File: src/rtl/pic_ack_sequencer_if.sv
// rtl/pic_ack_sequencer_if.sv - CPU-side INTA/INT/data-bus bundle of the interrupt-acknowledge sequencer
interface pic_ack_sequencer_if;
    logic       INTA_n;
    logic       INT;
    logic [7:0] D_OUT;
    logic       D_EN;

    modport master (
        output INTA_n,
        input  INT,
        input  D_OUT,
        input  D_EN
    );

    modport slave (
        input  INTA_n,
        output INT,
        output D_OUT,
        output D_EN
    );
endinterface

File: src/rtl/pic_ack_sequencer.sv
// rtl/pic_ack_sequencer.sv - fixed-priority resolve, INT drive, two-pulse INTA sequencing, EOI/AEOI isr clearing
module pic_ack_sequencer (
    input  logic                clk,
    input  logic                rst_n,
    pic_ack_sequencer_if.slave  bus,
    input  logic [7:0]          irr,
    input  logic [7:0]          imr,
    input  logic [7:0]          icw2,
    input  logic [7:0]          icw4,
    input  logic                eoi_valid,
    input  logic                eoi_specific,
    input  logic [2:0]          eoi_level,
    input  logic                send_vector_address,
    output logic [7:0]          isr,
    output logic [7:0]          irr_clear
);
    typedef enum logic [1:0] {S_IDLE, S_ACK1, S_GAP, S_ACK2} state_t;

    state_t     r_state;
    state_t     w_state_nx;
    logic       r_sync1;
    logic       r_sync2;
    logic       r_sync_prev;
    logic       w_fall;
    logic       w_rise;
    logic [2:0] r_lvl;
    logic [2:0] w_lvl_nx;
    logic       r_spur;
    logic       w_spur_nx;
    logic       r_int;
    logic       w_int_nx;
    logic [7:0] r_isr;
    logic [7:0] w_isr_nx;
    logic [7:0] r_irr_clear;
    logic [7:0] w_irr_clear_nx;
    logic [7:0] r_dout;
    logic [7:0] w_dout_nx;
    logic       r_den;
    logic       w_den_nx;
    logic [7:0] w_req;
    logic [7:0] w_set;
    logic [7:0] w_eoi_clr;
    logic [7:0] w_aeoi_clr;
    logic [2:0] w_cand;
    logic       w_cand_found;
    logic       w_cand_valid;
    logic       w_unused;

    assign w_unused = ^{icw4[7:2], icw4[0], icw2[2:0]};

    // INTA_n is asynchronous; r_sync_prev is the edge-detector history tap
    always_ff @(posedge clk or negedge rst_n) begin
        if (!rst_n) begin
            r_sync1     <= 1'b1;
            r_sync2     <= 1'b1;
            r_sync_prev <= 1'b1;
        end else begin
            r_sync1     <= bus.INTA_n;
            r_sync2     <= r_sync1;
            r_sync_prev <= r_sync2;
        end
    end

    assign w_fall = r_sync_prev & ~r_sync2;
    assign w_rise = ~r_sync_prev & r_sync2;
    assign w_req  = irr & ~imr;

    // Fully nested: any in-service level at or above the candidate blocks it
    always_comb begin
        w_cand       = 3'd0;
        w_cand_found = 1'b0;
        for (int k = 7; k >= 0; k--) begin
            if (w_req[k]) begin
                w_cand       = 3'(k);
                w_cand_found = 1'b1;
            end
        end
        w_cand_valid = w_cand_found;
        for (int j = 0; j < 8; j++) begin
            if ((3'(j) <= w_cand) && r_isr[j]) begin
                w_cand_valid = 1'b0;
            end
        end
    end

    always_comb begin
        w_eoi_clr = 8'h00;
        if (eoi_valid) begin
            if (eoi_specific) begin
                w_eoi_clr = 8'd1 << eoi_level;
            end else begin
                w_eoi_clr = r_isr & (~r_isr + 8'd1);
            end
        end
    end

    always_comb begin
        w_state_nx     = r_state;
        w_lvl_nx       = r_lvl;
        w_spur_nx      = r_spur;
        w_int_nx       = 1'b0;
        w_irr_clear_nx = 8'h00;
        w_dout_nx      = r_dout;
        w_den_nx       = r_den;
        w_set          = 8'h00;
        w_aeoi_clr     = 8'h00;
        case (r_state)
            S_IDLE: begin
                w_int_nx = w_cand_valid;
                if (w_fall) begin
                    w_state_nx = S_ACK1;
                    w_int_nx   = 1'b0;
                    w_spur_nx  = ~w_cand_valid;
                    if (w_cand_valid) begin
                        w_lvl_nx       = w_cand;
                        w_set          = 8'd1 << w_cand;
                        w_irr_clear_nx = 8'd1 << w_cand;
                    end else begin
                        w_lvl_nx = 3'd7;
                    end
                end
            end
            S_ACK1: begin
                if (w_rise) begin
                    w_state_nx = S_GAP;
                end
            end
            S_GAP: begin
                if (w_fall) begin
                    w_state_nx = S_ACK2;
                    if (send_vector_address) begin
                        w_dout_nx = {icw2[7:3], r_lvl};
                        w_den_nx  = 1'b1;
                    end
                end
            end
            S_ACK2: begin
                if (w_rise) begin
                    w_state_nx = S_IDLE;
                    w_den_nx   = 1'b0;
                    if (icw4[1] && !r_spur) begin
                        w_aeoi_clr = 8'd1 << r_lvl;
                    end
                end
            end
            default: begin
                w_state_nx = S_IDLE;
            end
        endcase
        // Clears act on the pre-update isr; a same-cycle set overrides them
        w_isr_nx = (r_isr & ~(w_eoi_clr | w_aeoi_clr)) | w_set;
    end

    always_ff @(posedge clk or negedge rst_n) begin
        if (!rst_n) begin
            r_state     <= S_IDLE;
            r_lvl       <= 3'd0;
            r_spur      <= 1'b0;
            r_int       <= 1'b0;
            r_isr       <= 8'h00;
            r_irr_clear <= 8'h00;
            r_dout      <= 8'h00;
            r_den       <= 1'b0;
        end else begin
            r_state     <= w_state_nx;
            r_lvl       <= w_lvl_nx;
            r_spur      <= w_spur_nx;
            r_int       <= w_int_nx;
            r_isr       <= w_isr_nx;
            r_irr_clear <= w_irr_clear_nx;
            r_dout      <= w_dout_nx;
            r_den       <= w_den_nx;
        end
    end

    assign bus.INT   = r_int;
    assign bus.D_OUT = r_dout;
    assign bus.D_EN  = r_den;
    assign isr       = r_isr;
    assign irr_clear = r_irr_clear;
endmodule

File: src/flat_wrapper.sv
// flat-port wrapper written by rule: the top's interface ports become plain ports
module pic_ack_sequencer_flat 
  (clk, rst_n, irr, imr, icw2, icw4, eoi_valid, eoi_specific, eoi_level, send_vector_address, isr, irr_clear, bus_INTA_n, bus_INT, bus_D_OUT, bus_D_EN);
  pic_ack_sequencer_if bus_i ();
  input  logic clk;
  input  logic rst_n;
  input  logic [7:0] irr;
  input  logic [7:0] imr;
  input  logic [7:0] icw2;
  input  logic [7:0] icw4;
  input  logic eoi_valid;
  input  logic eoi_specific;
  input  logic [2:0] eoi_level;
  input  logic send_vector_address;
  output logic [7:0] isr;
  output logic [7:0] irr_clear;
  input wire logic [$bits(bus_i.INTA_n)-1:0] bus_INTA_n;
  output wire logic [$bits(bus_i.INT)-1:0] bus_INT;
  output wire logic [$bits(bus_i.D_OUT)-1:0] bus_D_OUT;
  output wire logic [$bits(bus_i.D_EN)-1:0] bus_D_EN;
  assign bus_i.INTA_n = bus_INTA_n;
  assign bus_INT = bus_i.INT;
  assign bus_D_OUT = bus_i.D_OUT;
  assign bus_D_EN = bus_i.D_EN;
  pic_ack_sequencer u_core (.clk(clk), .rst_n(rst_n), .bus(bus_i), .irr(irr), .imr(imr), .icw2(icw2), .icw4(icw4), .eoi_valid(eoi_valid), .eoi_specific(eoi_specific), .eoi_level(eoi_level), .send_vector_address(send_vector_address), .isr(isr), .irr_clear(irr_clear));
endmodule
File: config.mk
export PLATFORM = sky130hd
export DESIGN_NAME = pic_ack_sequencer_flat
export DESIGN_NICKNAME = d
export VERILOG_FILES = /design/src/rtl/pic_ack_sequencer_if.sv /design/src/rtl/pic_ack_sequencer.sv /design/src/flat_wrapper.sv
export SDC_FILE = /design/constraint.sdc
export NUM_CORES = 1
export LEC_CHECK = 0
export BUFFER_PORTS_ARGS = -buffer_cell sky130_fd_sc_hd__buf_2
export CAP_MARGIN = 20
export CORE_ASPECT_RATIO = 1.1
export CORE_MARGIN = 8
export CORE_UTILIZATION = 30
export CTS_CLUSTER_DIAMETER = 40
export DETAILED_ROUTE_END_ITERATION = 8
export REMOVE_ABC_BUFFERS = 1
export SETUP_SLACK_MARGIN = 0.4
export SYNTH_ARGS = -nofsm -noshare
export SYNTH_HDL_FRONTEND = slang
export SYNTH_SLANG_ARGS = --single-unit
File: constraint.sdc
create_clock -name clk -period 3.5 [get_ports clk]
set_input_delay 0.175 -clock clk [delete_from_list [all_inputs] [get_ports clk]]
set_output_delay 0.175 -clock clk [all_outputs]
set_load 0.01 [all_outputs]
**Yosys cells after proc, flatten, opt, wreduce, memory -nomap -nowiden**

Cells that the tools add are included.

- RAM bits: 0
- ROM bits: 0
- Output and inout bits: 26
- Memories: 0
- Bits of input ports: 41
- Logic and storage cells: 104
- Latch bits: 0
- Register bits after elaboration: 35

- Divide/modulo/power cells: 0
- Multipliers: 0
- $add $sub $neg: 1
- Multiplexer cells: 44
- Bitwise logic cells: 13
- Eq/ne operators: 8
- Shift operators: 3
- Reduce and logical (&&, ||, !) cells: 16
- $lt $le $gt $ge: 8

Operators by type and width:

| kind | count |
|---|---|
| 8-bit two-way mux | 8 |
| 3-bit two-way mux | 9 |
| 8-bit AND | 3 |
| 8-bit inverter | 3 |
| 1-bit by 3-bit << shifter with 8-bit output (first input constant) | 3 |
| 1-bit two-way mux | 21 |
| 8-bit OR | 2 |
| 3-bit less-or-equal comparator (first input constant) | 4 |
| 1-bit logical AND | 9 |
| 8-bit by 1-bit adder with 8-bit output (second input constant) | 1 |
| 2-bit two-way mux | 4 |
| 2-bit by 1-bit inequality test with 1-bit output (second input constant) | 4 |
| 2-bit one-hot mux with 4 select lines | 1 |
| 4-bit AND reduction | 2 |
| 1-bit by 3-bit less-or-equal comparator with 1-bit output (first input constant) | 2 |
| 2-bit by 3-bit less-or-equal comparator with 1-bit output (first input constant) | 2 |
| 2-bit == test (second input constant) | 2 |
| 1-bit inverter | 3 |
| 3-bit AND reduction | 1 |
| 1-bit AND | 2 |
| 2-bit by 1-bit == test with 1-bit output (second input constant) | 1 |
| 2-bit logical NOT | 1 |
| 2-bit inequality test (second input constant) | 1 |
| 1-bit one-hot mux with 2 select lines | 1 |
| other kinds (3) | 3 |

**Logic depth before layout (Yosys ltp)**

Gate-level depths: netlist of run 1.

- Word-level depth: 24
- Gate-level depth with buffers: 8

**Least setup slack after synthesis of run 1**

No wires, ideal clock.

- Path kind: register -> register
- Start point: register u_core.r_isr[0] (netlist: u_core.isr[0])
- End point: register u_core.r_isr[7] (netlist: u_core.isr[7])
- Library setup time: 0.120 ns
- Stages on the path, launching flop included: 6
- Path buffers: 0
- Data arrival time: 1.809 ns
- Path slack: 1.571 ns
- Data required time: 3.380 ns
- Cell sequence: dfrtp_1 or4_4 or4_1 o22ai_1 a21oi_1 a31o_1

- Word-level cells in the longest chain between the ends: 13
- Elaborated cells on any way between the ends: 21
- Those cells by class: add/sub (1); mux (13); bitwise (6); reduce/logical (1)

RTL lines:

| item | line | source |
|---|---|---|
| from (decl) | pic_ack_sequencer.sv:32 | `logic [7:0] r_isr;` |
| from (signal assigned) | pic_ack_sequencer.sv:169 | `r_isr <= w_isr_nx;` |
| 1-bit logical AND | pic_ack_sequencer.sv:80 | `if ((3'(j) <= w_cand) && r_isr[j]) begin` |
| 1-bit two-way mux (8 in series) | pic_ack_sequencer.sv:80 |  |
| 8-bit two-way mux | pic_ack_sequencer.sv:114 | `if (w_cand_valid) begin` |
| 8-bit two-way mux | pic_ack_sequencer.sv:110 | `if (w_fall) begin` |
| 8-bit two-way mux | pic_ack_sequencer.sv:107 | `case (r_state)` |
| 8-bit OR (*) | pic_ack_sequencer.sv:151 | `w_isr_nx = (r_isr & ~(w_eoi_clr \| w_aeoi_clr)) \| w_set;` |
| named net u_core.w_isr_nx[7] | pic_ack_sequencer.sv:33 | `logic [7:0] w_isr_nx;` |

The timed path passes the listed nets; every way through them passes the cells marked *.
A chain may end at the register's enable or synchronous reset.

**Worst setup path in the final report of run 1**

Ends and elaborated chain as after synthesis.

==> impl_metrics.env, run 1 <==
export IMPL_run_status="finished clean"
export IMPL_fin_nets=290
export IMPL_num_vias=1663
export IMPL_startpoint_type="flop"
export IMPL_r2r_start="u_core.isr[0]"
export IMPL_synth_compound_area_share_pct=18.4
export IMPL_yosys_top_cells_count="32 x dfrtp_1, 16 x nand2_1, 13 x nor2_1, 11 x o21ai_0, 8 x mux2_2"
export IMPL_muxShareOfSynthArea_pct=4.73
export IMPL_holdCritStartpoint="icw2[6]"
export IMPL_drv_cap=0
export IMPL_clock_latency_ns=0.28
export IMPL_clockBufferDepth=2
export IMPL_max_freq_mhz=499
export IMPL_ys_flop_type="dfrtp_1"
export IMPL_synth_top_area_cell="dfrtp_1"
export IMPL_worstMarginPinSlew_ns=0.777
export IMPL_ios=67
export IMPL_first_pass_iters=4
export IMPL_dpl_cell_area_sq_mm=0.00226
export IMPL_num_fill_cells=639
export IMPL_utilization_pct=38.7
export IMPL_diodes=0
export IMPL_ys_async_sr_fraction_pct=100
export IMPL_fin_setup_tns_ns=0
export IMPL_die_w_microns=91.9
export IMPL_synthXorXnorAreaFrac_pct=0
export IMPL_synth_top_family_by_area="simple AND/OR/NAND/NOR gates"
export IMPL_synth_cell_area_sq_mm=0.00190
export IMPL_whs_endpoint="u_core.bus.D_OUT[6]"
export IMPL_synthAdderAreaFrac_pct=2.63
export IMPL_crit_type="reg -> reg"
export IMPL_cp_arrival_ns=2.18
export IMPL_cts_num_sinks=35
export IMPL_maxSlewViolCount=0
export IMPL_yosysWarnings=0
export IMPL_grt_usage_pct=11.1
export IMPL_rsz0062_at_grt="false"
export IMPL_postRouteAntennaNets=0
export IMPL_synth_top_area_share_pct=42.1
export IMPL_overflow=0
export IMPL_chipHeight_microns=99.5
export IMPL_relSlewSlack_pct=48.2
export IMPL_syn_instance_count=184
export IMPL_hold_path_cell_count=2
export IMPL_dieArea_sq_mm=0.00915
export IMPL_syn_avg_cell_area_sq_um=10.3
export IMPL_ctsRootBufferMaster="clkbuf_8"
export IMPL_area_growth_syn_to_layout_pct=25.3
export IMPL_r2r_cells=5
export IMPL_multi_input_area_sq_um=986
export IMPL_synth_most_common_cell="dfrtp_1"
export IMPL_cts_buffers=5
export IMPL_io_buffers=56
export IMPL_max_vdd_ir_drop_v=0.000232
export IMPL_placementRows=30
export IMPL_reg2reg_to="u_core.isr[7]"
export IMPL_crit_path_end_kind="flop"
export IMPL_drt_wirelength_per_cell_microns=14.9
export IMPL_drt_iter0_drc=60
export IMPL_htreeDepth=2
export IMPL_drc=0
export IMPL_ys_types=51
export IMPL_totalWireLength_microns=4860
export IMPL_drive_gt1_share_pct=36.2
export IMPL_hp_class="in -> reg"
export IMPL_totalPowerFinal_uw=1420
export IMPL_synth_simple_gate_area_share_pct=26.0
export IMPL_power_leakage_uw=0.00115
export IMPL_skew_ns=0.00687
export IMPL_place_congestion=0.844
export IMPL_design_core_area_sq_mm=0.00616
export IMPL_start_util_pct=30.9
export IMPL_period_share_pct=57.2
export IMPL_ys_seq_area_share_pct=46.2
export IMPL_regArea_sq_um=880
export IMPL_r2r_setup_slack_ns=1.50
export IMPL_p_per_area_mw_per_mm2=596
export IMPL_post_route_min_period_ns=2.00
export IMPL_via_per_inst=5.10
export IMPL_hold_viol_final=0
export IMPL_yosys_top_cells_area="dfrtp_1 42%, mux2_2 4.7%, dfstp_2 4.1%, nand2_1 3.2%, o21ai_0 2.9%"
export IMPL_crit_required_ns=3.68
export IMPL_ys_ff_latch=35
export IMPL_grt_pass1_vias=1747
export IMPL_final_cell_area_sq_mm=0.00238
export IMPL_grt_start_max_net_pins=36
export IMPL_path_clk_slew_ns=0.07
export IMPL_worstPathMaxFanout=6
export IMPL_cts_tree="built"
export IMPL_hpwlAfterDp_microns=3880
export IMPL_setup_viol=0
export IMPL_antenna_found_initial=0
export IMPL_synth_edf_count=0
export IMPL_grt_pass1_wl_microns=8340
==> metal layers <==
metal	track usage [%]	wire length, microns	vias up
met1	13.3	2170	790
met2	18.1	2290	58
met4	3.85	91	0
li1	-	-	807
met5	0	0	-
met3	3.62	311	8
==> timing repair <==
action | in CTS | in global routing
hold endpoints to repair | 8 | 0
hold buffers | 2 | 0
buffers inserted | 0 | 0
gates resized for setup | 0 | 0
==> flip-flops by register name (all words and copies together), names as in the netlist <==
register            flops
u_core.bus.D_OUT        8
u_core.irr_clear        8
u_core.isr              8
u_core.r_lvl            3
u_core.r_state          2
u_core.bus.D_EN         1
u_core.bus.INT          1
u_core.r_spur           1
u_core.r_sync1          1
u_core.r_sync2          1
u_core.r_sync_prev      1
==> metrics by stage <==
step	worst slack (ns)	instances	hold WS (ns)
after floorplan	1.58	180	-0.121
after global placement	1.51	316	0.288
after global routing	1.38	326	0.130
after detailed placement	1.53	316	0.286
final	1.50	326	0.130
after CTS	1.52	326	0.122
==> area by class of cell <==
type,instances,area share (%)
sequential,35,36.9
multi-input combinational,140,41.3
tap,80,4.20
timing repair buffer,58,12.6
clock buffer,8,4.20
inverter,5,0.787
==> layout by cell type (no fill, tap or decap), types with 3 or more instances in the layout <==
master / synthesis / layout
o22ai_1: 4 / 4
a21oi_1: 6 / 6
and3_1: 4 / 4
inv_1: 5 / 5
buf_2: 0 / 56
a31oi_1: 6 / 6
clkbuf_8: 0 / 7
dfrtp_1: 32 / 32
a31o_1: 4 / 4
nand3_1: 4 / 4
ha_1: 4 / 4
nand2b_4: 3 / 3
nor3_1: 5 / 5
o21ai_0: 11 / 11
nand2_1: 16 / 16
a21o_1: 3 / 3
nor2_1: 13 / 13
nor3b_1: 3 / 3
nand2b_1: 7 / 7
dfstp_2: 3 / 3
mux2_2: 8 / 8
==> report_power, final <==
part           switching [uW]  internal, uW
Clock                     140           180
Sequential               80.7           507
Combinational             272           241
==> how the worst max path moves through the flow <==
| stage | endpoint | slack [ns] | from |
|---|---|---|---|
| floorplan | u_core.isr[7] | 1.58 | u_core.isr[0] |
| global placement | u_core.isr[7] | 1.51 | u_core.isr[0] |
| detailed placement | u_core.irr_clear[7] | 1.53 | u_core.r_sync_prev |
| CTS | u_core.irr_clear[7] | 1.52 | u_core.r_sync_prev |
| global route | u_core.irr_clear[6] | 1.38 | u_core.r_sync_prev |
| finish | u_core.isr[7] | 1.50 | u_core.isr[0] |
==> cell families after synthesis <==
| group | after synthesis |
|---|---|
| fa+ha+maj | 4 |
| compound gates | 49 |
| flops | 35 |
| simple gates | 79 |
| mux | 8 |
| buf+inv | 9 |
==> worst max-delay path, cell delays in order, from the launching register on <==
cell and delay [ns]:
dfrtp_1 0.45, or4_4 0.58, or4_1 0.44, o22ai_1 0.17, a21oi_1 0.09, a31o_1 0.18
Power figures use the tool's default switching activity.
==> run 2, diff against run 1 <==
Clock period 3.5 ns to 2.1 ns, I/O delays scaled along.
==> impl_metrics.env, run 2 (same netlist as run 1, synthesis figures left out) <==
export IMPL_run_status="finished clean"
export IMPL_design_core_area_sq_mm=0.00616
export IMPL_diodes=0
export IMPL_grt_busiest_layer="met2"
export IMPL_met1_usage_pct=13.8
export IMPL_chipHeight_microns=99.5
export IMPL_path_clk_slew_ns=0.08
export IMPL_postRouteAntennaNets=0
export IMPL_setup_viol=0
export IMPL_netSwitchingPower_uw=923
export IMPL_placementRows=30
export IMPL_grt_pass1_vias=1761
export IMPL_drive_gt1_share_pct=47.9
export IMPL_crit_required_ns=2.28
export IMPL_met3_usage_pct=3.54
export IMPL_skew_ns=0.00987
export IMPL_start_util_pct=30.9
export IMPL_cts_num_sinks=35
export IMPL_num_vias=1733
export IMPL_power_leakage_uw=0.00124
export IMPL_drv_cap=0
export IMPL_cts_tree="built"
export IMPL_drc=0
export IMPL_totalWireLength_microns=5260
export IMPL_worstMarginPinSlew_ns=0.783
export IMPL_worstPathMaxFanout=4
export IMPL_clock_power_share_pct=26.3
export IMPL_post_route_min_period_ns=1.87
export IMPL_drt_iter0_drc=51
export IMPL_cts_buffers=5
export IMPL_drt_wirelength_per_cell_microns=15.6
export IMPL_io_buffers=56
export IMPL_first_pass_iters=4
export IMPL_whs_ns=0.0509
export IMPL_hp_class="in -> reg"
export IMPL_hold_viol_final=0
export IMPL_fin_nets=301
export IMPL_grt_pass1_wl_microns=8520
export IMPL_use_met2_pct=19.1
export IMPL_fin_setup_tns_ns=0
export IMPL_ios=67
export IMPL_cp_arrival_ns=2.05
export IMPL_internal_power_uw=1830
export IMPL_p_comb_share_pct=38.2
export IMPL_crit_type="reg -> reg"
export IMPL_num_fill_cells=629
export IMPL_utilization_pct=42.6
export IMPL_period_share_pct=89.2
export IMPL_ctsRootBufferMaster="clkbuf_8"
export IMPL_area_growth_syn_to_layout_pct=37.7
export IMPL_clockBufferDepth=2
export IMPL_htreeDepth=2
export IMPL_rsz0062_at_grt="true"
export IMPL_place_congestion=0.829
export IMPL_max_vdd_ir_drop_v=0.000411
export IMPL_seq_power_share_pct=35.6
export IMPL_grt_start_max_net_pins=36
export IMPL_relSlewSlack_pct=47.8
export IMPL_hpwlAfterDp_microns=3950
export IMPL_final_common_cell="buf_2"
export IMPL_startpoint_type="flop"
export IMPL_antenna_found_initial=0
export IMPL_die_w_microns=91.9
export IMPL_grt_usage_pct=11.5
export IMPL_clock_latency_ns=0.29
export IMPL_maxSlewViolCount=0
export IMPL_layout_common_cells="56 x buf_2, 31 x dfrtp_1, 14 x nand2_1"
export IMPL_crit_path_end_kind="flop"
export IMPL_via_per_inst=5.14
export IMPL_p_sw_share_pct=33.5
export IMPL_dieArea_sq_mm=0.00915
export IMPL_max_freq_mhz=534
export IMPL_p_per_area_mw_per_mm2=1050
export IMPL_overflow=0
-- run 2: final timing paths --
kind / from / endpoint / slack, ns / cells after the start
setup / recovery: u_core.isr[2] / u_core.isr[6] / 0.23 / 5
hold reg to reg: u_core.r_sync1 / u_core.r_sync2 / 0.36 / 0
min in group asynchronous: rst_n / u_core.r_state[0] / 0.42 / 2
setup reg to reg: u_core.isr[2] / u_core.isr[6] / 0.23 / 5
max in group asynchronous: rst_n / u_core.isr[3] / 1.14 / 2
hold / removal: icw2[3] / u_core.bus.D_OUT[3] / 0.05 / 2
-- run 2: layout make-up --
cell class              instances  area (sq um)  share of cell area, %
repair buffers                 69           383                   14.6
multi-input cells             140          1100                   42.0
clock buffers                   5          68.8                   2.63
flip-flops and latches         35           881                   33.6
well taps                      80           100                   3.82
inverters                       5          18.8                  0.716
clock inverters                 3          67.6                   2.58
-- run 2: layer usage --
metal / vias to the layer above / share of wire, %
met5: - / 0
met4: 0 / 1.4
met3: 8 / 5.5
met2: 57 / 49
met1: 839 / 44
li1: 829 / -
-- run 2: per-stage QoR --
step	cells	instance area [sq um]	setup slack [ns]	total power, uW
6_report	337	2620	0.226	2750
5_1_grt	337	2620	0.177	2920
4_1_cts	336	2580	0.227	2730
3_5_place_dp	320	2290	0.150	1870
3_3_place_gp	320	2290	0.183	1840
2_1_floorplan	180	1880	0.179	1550
-- run 2: repair_timing --
item                                   4_1_cts  5_1_grt
pin swaps                                    3        2
gates resized for setup                     18        9
buffers inserted                             6        1
setup endpoints to repair                   23       21
hold buffers                                 2        0
endpoints found under the hold margin       33        0
-- run 2: critical path, stage by stage (launching register included) --
cell and delay [ns]:
dfrtp_1 0.43, or4_4 0.50, or4_4 0.44, o21ai_0 0.10, a21oi_1 0.11, a31o_1 0.19
-- run 2: power by group through the flow --
stage / registers, uW / clock network (uW) / logic (uW)
floorplan: 1020 / 0 / 530
global placement: 987 / 0 / 851
detailed placement: 995 / 0 / 875
CTS: 976 / 745 / 1010
global route: 995 / 777 / 1150
finish: 979 / 723 / 1050
